$ cat src/rtl/mem_responder_if.sv
// CPU-side memory port bundle: MAR/MDR request lines from the datapath and
// the completion/error/read-data lines back toward the MDR input mux.
interface mem_responder_if #(
  parameter int REG_SIZE = 32
);
  logic [REG_SIZE-1:0] mar_data;
  logic [REG_SIZE-1:0] mdr_data;
  logic                rd_req;
  logic                wr_req;
  logic                mem_ready;
  logic                mem_err;
  logic [REG_SIZE-1:0] m_data_in;

  // Datapath / control-unit side
  modport master (
    output mar_data, mdr_data, rd_req, wr_req,
    input  mem_ready, mem_err, m_data_in
  );

  // Memory responder side
  modport slave (
    input  mar_data, mdr_data, rd_req, wr_req,
    output mem_ready, mem_err, m_data_in
  );
endinterface

$ cat src/rtl/mem_responder.sv
// Memory-side responder: accepts level-held read/write requests, sequences a
// synchronous single-port RAM with configurable wait states and read latency,
// and answers with a one-cycle mem_ready pulse plus an error flag.
module mem_responder #(
  parameter int REG_SIZE     = 32,
  parameter int ADDR_BITS    = 9,
  parameter int READ_LATENCY = 2,
  parameter int WAIT_STATES  = 0
) (
  input  logic                 clk,
  input  logic                 reset_n,
  mem_responder_if.slave       bus,
  output logic [ADDR_BITS-1:0] ram_address,
  output logic [REG_SIZE-1:0]  ram_data,
  output logic                 ram_wren,
  input  logic [REG_SIZE-1:0]  ram_q
);

  typedef enum logic [2:0] {
    S_IDLE,
    S_WAIT,
    S_ACCESS,
    S_RESP,
    S_HOLD
  } state_t;

  // Down-counter preloads: the counter reaching zero marks the last cycle
  // of the current state, so preload with (cycles - 1).
  localparam logic [2:0] WAIT_INIT = (WAIT_STATES > 0) ? 3'(WAIT_STATES - 1) : 3'd0;
  localparam logic [2:0] READ_INIT = 3'(READ_LATENCY - 1);

  state_t               state_reg, state_next;
  logic [2:0]           cnt_reg, cnt_next;
  logic [ADDR_BITS-1:0] addr_reg;
  logic [REG_SIZE-1:0]  data_reg;
  logic                 op_rd_reg;
  logic                 op_wr_reg;
  logic                 err_reg;
  logic [REG_SIZE-1:0]  m_data_reg;

  logic                 accept;
  logic                 capture;
  logic                 req_any;
  logic                 req_err;

  // Request decode at the accepting edge: out-of-range upper address bits or
  // simultaneous read+write are both reported as errors.
  assign req_any = bus.rd_req | bus.wr_req;
  assign req_err = (|bus.mar_data[REG_SIZE-1:ADDR_BITS]) | (bus.rd_req & bus.wr_req);

  // Next-state and counter sequencing
  always_comb begin
    state_next = state_reg;
    cnt_next   = cnt_reg;
    accept     = 1'b0;
    capture    = 1'b0;
    case (state_reg)
      S_IDLE: begin
        if (req_any) begin
          accept = 1'b1;
          if (WAIT_STATES > 0) begin
            state_next = S_WAIT;
            cnt_next   = WAIT_INIT;
          end else begin
            state_next = S_ACCESS;
            cnt_next   = (bus.rd_req && !req_err) ? READ_INIT : 3'd0;
          end
        end
      end
      S_WAIT: begin
        if (cnt_reg == 3'd0) begin
          state_next = S_ACCESS;
          cnt_next   = (op_rd_reg && !err_reg) ? READ_INIT : 3'd0;
        end else begin
          cnt_next = cnt_reg - 3'd1;
        end
      end
      S_ACCESS: begin
        if (cnt_reg == 3'd0) begin
          state_next = S_RESP;
          capture    = 1'b1;
        end else begin
          cnt_next = cnt_reg - 3'd1;
        end
      end
      S_RESP: begin
        state_next = S_HOLD;
      end
      S_HOLD: begin
        // Only a fully released request re-arms the responder, so a request
        // still held after completion is never executed twice.
        if (!req_any) begin
          state_next = S_IDLE;
        end
      end
      default: begin
        state_next = S_IDLE;
        cnt_next   = 3'd0;
      end
    endcase
  end

  // State, counter, request latches and read-data capture
  always_ff @(posedge clk or negedge reset_n) begin
    if (!reset_n) begin
      state_reg  <= S_IDLE;
      cnt_reg    <= 3'd0;
      addr_reg   <= '0;
      data_reg   <= '0;
      op_rd_reg  <= 1'b0;
      op_wr_reg  <= 1'b0;
      err_reg    <= 1'b0;
      m_data_reg <= '0;
    end else begin
      state_reg <= state_next;
      cnt_reg   <= cnt_next;
      if (accept) begin
        addr_reg  <= bus.mar_data[ADDR_BITS-1:0];
        data_reg  <= bus.mdr_data;
        op_rd_reg <= bus.rd_req;
        op_wr_reg <= bus.wr_req;
        err_reg   <= req_err;
      end
      if (capture) begin
        if (err_reg) begin
          m_data_reg <= '0;
        end else if (op_rd_reg) begin
          m_data_reg <= ram_q;
        end
      end
    end
  end

  // Outputs come only from registers or state decode; the async reset of
  // state_reg clears mem_ready/mem_err/ram_wren without waiting for a clock.
  assign ram_address   = addr_reg;
  assign ram_data      = data_reg;
  assign ram_wren      = (state_reg == S_ACCESS) && op_wr_reg && !err_reg;
  assign bus.mem_ready = (state_reg == S_RESP);
  assign bus.mem_err   = (state_reg == S_RESP) && err_reg;
  assign bus.m_data_in = m_data_reg;

endmodule

$ cat src/flat_wrapper.sv
// flat-port wrapper written by rule: the top's interface ports become plain ports
module mem_responder_flat 
#(
  parameter int REG_SIZE     = 32,
  parameter int ADDR_BITS    = 9,
  parameter int READ_LATENCY = 2,
  parameter int WAIT_STATES  = 0
)
  (clk, reset_n, ram_address, ram_data, ram_wren, ram_q, bus_mar_data, bus_mdr_data, bus_rd_req, bus_wr_req, bus_mem_ready, bus_mem_err, bus_m_data_in);
  mem_responder_if #(.REG_SIZE(REG_SIZE)) bus_i ();
  input  logic clk;
  input  logic reset_n;
  output logic [ADDR_BITS-1:0] ram_address;
  output logic [REG_SIZE-1:0] ram_data;
  output logic ram_wren;
  input  logic [REG_SIZE-1:0] ram_q;
  input wire logic [$bits(bus_i.mar_data)-1:0] bus_mar_data;
  input wire logic [$bits(bus_i.mdr_data)-1:0] bus_mdr_data;
  input wire logic [$bits(bus_i.rd_req)-1:0] bus_rd_req;
  input wire logic [$bits(bus_i.wr_req)-1:0] bus_wr_req;
  output wire logic [$bits(bus_i.mem_ready)-1:0] bus_mem_ready;
  output wire logic [$bits(bus_i.mem_err)-1:0] bus_mem_err;
  output wire logic [$bits(bus_i.m_data_in)-1:0] bus_m_data_in;
  assign bus_i.mar_data = bus_mar_data;
  assign bus_i.mdr_data = bus_mdr_data;
  assign bus_i.rd_req = bus_rd_req;
  assign bus_i.wr_req = bus_wr_req;
  assign bus_mem_ready = bus_i.mem_ready;
  assign bus_mem_err = bus_i.mem_err;
  assign bus_m_data_in = bus_i.m_data_in;
  mem_responder #(.REG_SIZE(REG_SIZE), .ADDR_BITS(ADDR_BITS), .READ_LATENCY(READ_LATENCY), .WAIT_STATES(WAIT_STATES)) u_core (.clk(clk), .reset_n(reset_n), .bus(bus_i), .ram_address(ram_address), .ram_data(ram_data), .ram_wren(ram_wren), .ram_q(ram_q));
endmodule
$ cat config.mk
export PLATFORM = sky130hd
export DESIGN_NAME = mem_responder_flat
export DESIGN_NICKNAME = d
export VERILOG_FILES = /design/src/rtl/mem_responder_if.sv /design/src/rtl/mem_responder.sv /design/src/flat_wrapper.sv
export SDC_FILE = /design/constraint.sdc
export NUM_CORES = 1
export LEC_CHECK = 0
export CELL_PAD_IN_SITES_DETAIL_PLACEMENT = 1
export CELL_PAD_IN_SITES_GLOBAL_PLACEMENT = 1
export CORE_MARGIN = 2
export CORE_UTILIZATION = 32
export DETAILED_ROUTE_END_ITERATION = 16
export PLACE_DENSITY_LB_ADDON = 0.1
export SLEW_MARGIN = 20
export SYNTH_ARGS = -nofsm -noshare
export SYNTH_HDL_FRONTEND = slang
export SYNTH_SLANG_ARGS = --single-unit
$ cat constraint.sdc
create_clock -name clk -period 3 [get_ports clk]
set_clock_uncertainty 0.15 [all_clocks]
set_input_delay 0.45 -clock clk [delete_from_list [all_inputs] [get_ports clk]]
set_output_delay 0.45 -clock clk [all_outputs]
set_load 0.02 [all_outputs]
==> results of run 1 <==
==> repair_timing <==
item | CTS | global route
gates resized for setup | 0 | 0
endpoints found under the hold margin | 28 | 0
hold buffers | 1 | 0
buffers inserted | 0 | 0
==> placed cells by master (no fill, tap or decap), types with 2 or more instances in the layout <==
master,count
sky130_fd_sc_hd__a22o_1,32
sky130_fd_sc_hd__inv_1,6
sky130_fd_sc_hd__clkbuf_8,9
sky130_fd_sc_hd__bufinv_16,3
sky130_fd_sc_hd__nand2b_1,3
sky130_fd_sc_hd__buf_4,3
sky130_fd_sc_hd__ha_1,2
sky130_fd_sc_hd__o21ai_0,4
sky130_fd_sc_hd__buf_12,2
sky130_fd_sc_hd__clkdlybuf4s50_1,174
sky130_fd_sc_hd__nor3_1,4
sky130_fd_sc_hd__nand2_1,9
sky130_fd_sc_hd__nor4_1,5
sky130_fd_sc_hd__mux2_2,41
sky130_fd_sc_hd__dfrtp_1,82
sky130_fd_sc_hd__nor2_1,8
==> metal layers <==
metal / wire length [um] / track usage (%)
met1: 4160 / 21.79
met2: 4558 / 28.62
met3: 522 / 3.958
met4: 85 / 5.075
met5: 0 / 0
==> cell type report <==
type | instances | area, um^2 | share of cell area [%]
tap | 136 | 170.2 | 3.133
clock buffer | 9 | 123.9 | 2.281
timing repair buffer | 180 | 1814 | 33.40
multi-input combinational | 132 | 1134 | 20.87
clock inverter | 6 | 115.1 | 2.119
inverter | 6 | 22.52 | 0.4147
sequential | 82 | 2052 | 37.78
==> worst max-delay path: stages (launching register included) <==
cell,delay [ns]
sky130_fd_sc_hd__dfrtp_1,0.53
sky130_fd_sc_hd__inv_1,0.23
sky130_fd_sc_hd__and3_1,0.23
sky130_fd_sc_hd__and2_1,0.14
sky130_fd_sc_hd__clkdlybuf4s50_1,0.60
==> kinds of logic (layout without fill, tap and decap cells) <==
logic type / count (synthesis) / in the layout / synth area share, %
AO/OA/AOI/OAI: 47 / 47 / 11.88
adder cells (fa/ha/maj): 2 / 2 / 0.7566
buffers and inverters: 20 / 201 / 3.821
flip-flops: 82 / 82 / 62.05
multiplexers: 41 / 41 / 13.96
AND/OR/NAND/NOR: 42 / 42 / 7.530
==> worst max-delay path by stage <==
stage	end	start	slack [ns]	cells after the start
after floorplan	ram_wren	u_core.state_reg[0]	0.98	3
after global placement	bus_mem_err	u_core.state_reg[2]	0.72	4
after detailed placement	u_core.ram_data[25]	bus_rd_req	0.72	5
after CTS	bus_mem_err	u_core.state_reg[2]	0.32	4
after global routing	bus_mem_err	u_core.state_reg[2]	0.21	4
final	bus_mem_err	u_core.state_reg[2]	0.34	4
==> through the flow <==
stage	std cells	setup slack, ns	area (um^2)	hold slack (ns)
2_1_floorplan	234	0.9768	3307	0.004409
3_5_place_dp	535	0.7200	5182	0.3326
3_3_place_gp	535	0.7216	5182	0.3074
6_report	551	0.3416	5431	0.3568
5_1_grt	551	0.2057	5431	0.3781
4_1_cts	551	0.3239	5431	0.3581
==> power by group <==
group	total [W]	switching (W)	leakage [nW]	internal, W
sequential	0.00191	0.000307	1.02	0.00161
clock	0.000964	0.000411	0.116	0.000553
combinational	0.00290	0.00138	1.12	0.00152
==> metrics.txt, run 1 <==
# TYPE chip_impl_metric gauge
chip_impl_metric{name="num_antenna_cells",unit=""} 0
chip_impl_metric{name="wl_per_cell",unit="um"} 16.92
chip_impl_metric{name="ys.warnings.count",unit=""} 0
chip_impl_metric{name="die_area",unit="um^2"} 11160
chip_impl_info{name="synth_commonest_cells",value="sky130_fd_sc_hd__dfrtp_1 (82), sky130_fd_sc_hd__mux2_2 (41), sky130_fd_sc_hd__a22o_1 (32)"} 1
chip_impl_info{name="yosysMostFrequentCell",value="sky130_fd_sc_hd__dfrtp_1"} 1
chip_impl_metric{name="die_h",unit="um"} 105.7
chip_impl_info{name="hold_class",value="reg2reg"} 1
chip_impl_info{name="clk_root_buffer_cell",value="sky130_fd_sc_hd__clkbuf_8"} 1
chip_impl_metric{name="worst_pin_slew",unit="ns"} 0.4543
chip_impl_metric{name="remaining_antenna_violation_count",unit=""} 0
chip_impl_metric{name="grt_first_pass_wirelength",unit="um"} 14900
chip_impl_metric{name="synth_to_layout_area_growth",unit="%"} 64.25
chip_impl_metric{name="setup_viol_count_final",unit=""} 0
chip_impl_metric{name="clock_insertion_delay_worst_skew",unit="ns"} 0.34
chip_impl_metric{name="normalized_max_slew_margin",unit="%"} 69.71
chip_impl_metric{name="fmax",unit="GHz"} 0.3762
chip_impl_info{name="timing.hold.worst_endpoint",value="u_core.op_wr_reg"} 1
chip_impl_metric{name="placement.io_buffers",unit=""} 175
chip_impl_metric{name="drt_pre_antenna_iters",unit=""} 4
chip_impl_info{name="regToRegEndpoint",value="u_core.cnt_reg[2]"} 1
chip_impl_metric{name="rrSetupSlack",unit="ns"} 1.04
chip_impl_metric{name="synth_cell_type_count",unit=""} 37
chip_impl_info{name="timing.rr.start",value="u_core.cnt_reg[0]"} 1
chip_impl_metric{name="syn_nets",unit=""} 336
chip_impl_metric{name="fraction_of_the_yosys_area_taken_by_sequential_cells",unit="%"} 62.05
chip_impl_metric{name="report.power.total",unit="W"} 0.005775
chip_impl_metric{name="core.rowCount",unit=""} 37
chip_impl_metric{name="finalCoreUtilization",unit="%"} 53.33
chip_impl_metric{name="layout.nets",unit=""} 513
chip_impl_info{name="worst_setup_path_end_kind",value="primary output"} 1
chip_impl_metric{name="io_pins",unit=""} 176
chip_impl_metric{name="grt_usage",unit="%"} 16.99
chip_impl_metric{name="detailedRoute.firstIterationViolations",unit=""} 99
chip_impl_info{name="cts_tree",value="yes"} 1
chip_impl_metric{name="maxCapViolCount",unit=""} 0
chip_impl_metric{name="p_leak",unit="nW"} 2.263
chip_impl_metric{name="timing.critical_path.required",unit="ns"} 2.40
chip_impl_metric{name="synth_seq_cells",unit=""} 82
chip_impl_metric{name="drt_drc_violations_left",unit=""} 0
chip_impl_metric{name="final_period_util",unit="%"} 88.61
chip_impl_metric{name="fillCellCount",unit=""} 1050
chip_impl_metric{name="antenna_violations_before_repair",unit=""} 0
chip_impl_metric{name="setup_tns",unit="ns"} 0
chip_impl_info{name="status",value="completed"} 1
chip_impl_info{name="critical_path_class",value="reg2out"} 1
chip_impl_metric{name="final-max-slew-violation-count",unit=""} 0
chip_impl_metric{name="number_of_buffers_created_by_cts",unit=""} 9
chip_impl_metric{name="maximum_number_of_pins_on_one_net_before_global_route_repair",unit=""} 83
chip_impl_metric{name="grt_pass1_vias",unit=""} 2846
chip_impl_metric{name="synth_top_cell_area_share",unit="%"} 62.05
chip_impl_metric{name="die_width",unit="um"} 105.7
chip_impl_metric{name="worst_path_fanout_max",unit=""} 9
chip_impl_info{name="ys_top_cells_by_area",value="sky130_fd_sc_hd__dfrtp_1 (62%), sky130_fd_sc_hd__mux2_2 (14%), sky130_fd_sc_hd__a22o_1 (8.5%)"} 1
chip_impl_metric{name="num_vias",unit=""} 2610
chip_impl_metric{name="global_route.overflow_total",unit=""} 0
chip_impl_metric{name="gp_congestion",unit=""} 0.7302
chip_impl_metric{name="routed_wl",unit="um"} 9325
chip_impl_metric{name="peakVddDrop",unit="mV"} 0.5442
chip_impl_metric{name="cts_buffer_depth",unit=""} 2
chip_impl_info{name="worstHoldStart",value="u_core.op_wr_reg"} 1
chip_impl_metric{name="syn_inst",unit=""} 234
chip_impl_metric{name="clk_pin_slew",unit="ns"} 0.08
chip_impl_metric{name="core-area",unit="um^2"} 10180
chip_impl_metric{name="mappedNetlistArea",unit="um^2"} 3307
chip_impl_info{name="ys.flop_type",value="sky130_fd_sc_hd__dfrtp_1"} 1
chip_impl_metric{name="cts_htree_levels",unit=""} 3
chip_impl_info{name="synth_top_cell_by_area",value="sky130_fd_sc_hd__dfrtp_1"} 1
chip_impl_metric{name="count_of_clock_tree_sinks",unit=""} 82
chip_impl_metric{name="cellPowerDensity",unit="nW/um^2"} 1063
chip_impl_info{name="critical_path.startpoint_type",value="register"} 1
chip_impl_info{name="setup_repair_after_global_routing_missed_its_margin",value="no"} 1
chip_impl_metric{name="avgViaCountPerCell",unit=""} 4.737
chip_impl_metric{name="timing.critical_path.arrival",unit="ns"} 2.06
chip_impl_metric{name="synth_async_sr_flop_share",unit="%"} 100.0
chip_impl_metric{name="dp_hpwl",unit="um"} 6728
chip_impl_metric{name="final.min_clock_period",unit="ns"} 2.658
chip_impl_metric{name="layout-drive-gt1-share",unit="%"} 16.39
chip_impl_metric{name="ff2ff_path_depth",unit=""} 6
chip_impl_metric{name="count_of_flip_flops_with_a_built_in_enable_after_synthesis",unit=""} 0
chip_impl_metric{name="floorplan.initialDensity",unit="%"} 32.47
chip_impl_metric{name="hold_path_depth",unit=""} 2
chip_impl_metric{name="postSynthAreaPerCell",unit="um^2"} 14.13
chip_impl_metric{name="hold_violations",unit=""} 0
No activity file was read; power rests on OpenSTA's default activity.
==> inputs of run 2 (changes only) <==
--- a/config.mk
+++ b/config.mk
@@ -7,10 +7,11 @@
 export LEC_CHECK = 0
 export CELL_PAD_IN_SITES_DETAIL_PLACEMENT = 1
 export CELL_PAD_IN_SITES_GLOBAL_PLACEMENT = 1
+export CORE_ASPECT_RATIO = 1.4
 export CORE_MARGIN = 2
 export CORE_UTILIZATION = 32
 export DETAILED_ROUTE_END_ITERATION = 16
-export PLACE_DENSITY_LB_ADDON = 0.1
+export PLACE_DENSITY = 0.82
 export SLEW_MARGIN = 20
 export SYNTH_ARGS = -nofsm -noshare
 export SYNTH_HDL_FRONTEND = slang
==> run 2 against run 1 <==
Compared with the run above:
- the flow now finishes with violations (hold timing)
- power is 1.1% higher
- worst setup slack better by 0.048 ns
- register-to-register slack worse by 0.21 ns
- critical path depth stayed put
- global-route usage is 0.93 points higher
- largest power group unchanged
- highest routed layer unchanged
==> metrics.txt, run 2 (synthesis results as in run 1) <==
# TYPE chip_impl_metric gauge
chip_impl_metric{name="gp_congestion",unit=""} 0.7872
chip_impl_metric{name="maximum_number_of_pins_on_one_net_before_global_route_repair",unit=""} 83
chip_impl_metric{name="layout.nets",unit=""} 513
chip_impl_metric{name="drt_pre_antenna_iters",unit=""} 4
chip_impl_metric{name="grt_usage",unit="%"} 17.92
chip_impl_metric{name="die_area",unit="um^2"} 11170
chip_impl_metric{name="die_width",unit="um"} 89.92
chip_impl_metric{name="placement.io_buffers",unit=""} 175
chip_impl_metric{name="wl_per_cell",unit="um"} 17.34
chip_impl_metric{name="clock_insertion_delay_worst_skew",unit="ns"} 0.33
chip_impl_metric{name="setup_tns",unit="ns"} 0
chip_impl_metric{name="remaining_antenna_violation_count",unit=""} 0
chip_impl_metric{name="ff2ff_path_depth",unit=""} 7
chip_impl_metric{name="io_pins",unit=""} 176
chip_impl_metric{name="num_antenna_cells",unit=""} 0
chip_impl_info{name="layout_common_cells",value="sky130_fd_sc_hd__clkdlybuf4s50_1 (174), sky130_fd_sc_hd__dfrtp_1 (82), sky130_fd_sc_hd__mux2_2 (41)"} 1
chip_impl_metric{name="core.rowCount",unit=""} 43
chip_impl_metric{name="final-instance-count-excl-fill",unit=""} 551
chip_impl_info{name="violations",value="hold timing"} 1
chip_impl_info{name="critical_path.startpoint_type",value="register"} 1
chip_impl_metric{name="final-max-slew-violation-count",unit=""} 0
chip_impl_metric{name="core-area",unit="um^2"} 10010
chip_impl_metric{name="worst_pin_slew",unit="ns"} 0.8667
chip_impl_metric{name="critical_path_cell_count",unit=""} 4
chip_impl_metric{name="p_leak",unit="nW"} 2.274
chip_impl_metric{name="dp_hpwl",unit="um"} 7411
chip_impl_info{name="setup_repair_after_global_routing_missed_its_margin",value="no"} 1
chip_impl_info{name="cts_tree",value="yes"} 1
chip_impl_metric{name="fmax",unit="GHz"} 0.3831
chip_impl_info{name="status",value="finished, violations left"} 1
chip_impl_metric{name="die_h",unit="um"} 124.3
chip_impl_metric{name="num_vias",unit=""} 2661
chip_impl_metric{name="final_cell_area",unit="um^2"} 5444
chip_impl_metric{name="maxCapViolCount",unit=""} 0
chip_impl_info{name="worst_setup_path_end_kind",value="primary output"} 1
chip_impl_metric{name="grt_first_pass_wirelength",unit="um"} 15890
chip_impl_metric{name="drt_drc_violations_left",unit=""} 0
chip_impl_metric{name="path_buf_inv",unit=""} 2
chip_impl_info{name="clk_root_buffer_cell",value="sky130_fd_sc_hd__clkbuf_16"} 1
chip_impl_metric{name="post_dp_cell_area",unit="um^2"} 5164
chip_impl_metric{name="final.min_clock_period",unit="ns"} 2.610
chip_impl_metric{name="worst_path_fanout_max",unit=""} 9
chip_impl_metric{name="report.power.total",unit="W"} 0.005840
chip_impl_metric{name="final_period_util",unit="%"} 87.01
chip_impl_metric{name="avgViaCountPerCell",unit=""} 4.829
chip_impl_metric{name="antenna_violations_before_repair",unit=""} 0
chip_impl_metric{name="hold_violations",unit=""} 2
chip_impl_metric{name="setup_viol_count_final",unit=""} 0
chip_impl_metric{name="global_route.overflow_total",unit=""} 0
chip_impl_metric{name="cts_buffer_depth",unit=""} 2
chip_impl_metric{name="synth_to_layout_area_growth",unit="%"} 64.62
chip_impl_metric{name="detailedRoute.firstIterationViolations",unit=""} 67
chip_impl_metric{name="cts_resized",unit=""} 0
chip_impl_info{name="timing.critical_path.slowest_stage_cell",value="sky130_fd_sc_hd__clkdlybuf4s50_1"} 1
chip_impl_metric{name="post_route_hold_slack",unit="ns"} -0.005487
chip_impl_metric{name="timing.critical_path.required",unit="ns"} 2.40
chip_impl_metric{name="normalized_max_slew_margin",unit="%"} 42.21
chip_impl_metric{name="finalCoreUtilization",unit="%"} 54.40
chip_impl_metric{name="grt_pass1_vias",unit=""} 3024
chip_impl_metric{name="place.detailed.instances",unit=""} 535
chip_impl_metric{name="floorplan.initialDensity",unit="%"} 33.05
chip_impl_metric{name="worst_path_largest_cell_delay",unit="ns"} 0.60
chip_impl_metric{name="layout-drive-gt1-share",unit="%"} 16.83
chip_impl_metric{name="number_of_buffers_created_by_cts",unit=""} 9
chip_impl_info{name="hold_class",value="in2async"} 1
chip_impl_metric{name="count_of_clock_tree_sinks",unit=""} 82
chip_impl_metric{name="cellPowerDensity",unit="nW/um^2"} 1073
chip_impl_info{name="timing.critical_path.cells",value="inv_1, and3_1, and2_1, clkdlybuf4s50_1"} 1
chip_impl_metric{name="clk_pin_slew",unit="ns"} 0.07
chip_impl_metric{name="peakVddDrop",unit="mV"} 0.3159
chip_impl_metric{name="timing.critical_path.arrival",unit="ns"} 2.01
chip_impl_metric{name="post_cts.repair.setup_buffers",unit=""} 0
chip_impl_metric{name="routed_wl",unit="um"} 9554
chip_impl_info{name="final_common_cell",value="sky130_fd_sc_hd__clkdlybuf4s50_1"} 1
chip_impl_info{name="cpLargestDelayFamily",value="buffers and inverters"} 1
chip_impl_metric{name="cts_hold_repair.buffers",unit=""} 0
chip_impl_metric{name="cts_htree_levels",unit=""} 3
chip_impl_info{name="critical_path_class",value="reg2out"} 1
run 2: cell type report:
type	count	area, um^2
Clock inverter	7	51.30
Tap cell	135	168.9
Inverter	6	22.52
Fill cell	1046	4563
Multi-Input combinational cell	132	1134
Sequential cell	82	2052
Timing Repair Buffer	180	1790
Clock buffer	9	225.2
run 2: routing by layer:
layer	vias up	part of all wire [%]	GRT usage [%]
met4	0	2.4	6.606
met3	16	6.8	5.808
met1	1302	38	19.76
li1	1217	-	-
met5	-	0	0
met2	126	53	32.04
run 2: metrics by stage:
stage	hold slack, ns	worst slack, ns
after global routing	0.05461	0.2739
after CTS	0.1886	0.3773
after detailed placement	0.3141	0.5802
after global placement	0.3205	0.6604
final	-0.005487	0.3897
after floorplan	0.004409	0.9768
run 2: worst paths after layout:
check	start	to	slack, ns
min in group clk	u_core.op_wr_reg	u_core.op_wr_reg	0.33
hold reg to reg	u_core.op_wr_reg	u_core.op_wr_reg	0.33
setup / recovery	u_core.state_reg[2]	bus_mem_err	0.39
setup reg to reg	u_core.cnt_reg[0]	u_core.bus.m_data_in[4]	0.83
hold / removal	reset_n	u_core.ram_address[1]	-0.005
max in group asynchronous	reset_n	u_core.bus.m_data_in[31]	2.17
run 2: power breakdown:
part           internal, W  switching, W  total [W]
Sequential         0.00161      0.000301    0.00191
Combinational      0.00151       0.00140    0.00291
Clock             0.000566      0.000451    0.00102
Total              0.00369       0.00215    0.00584
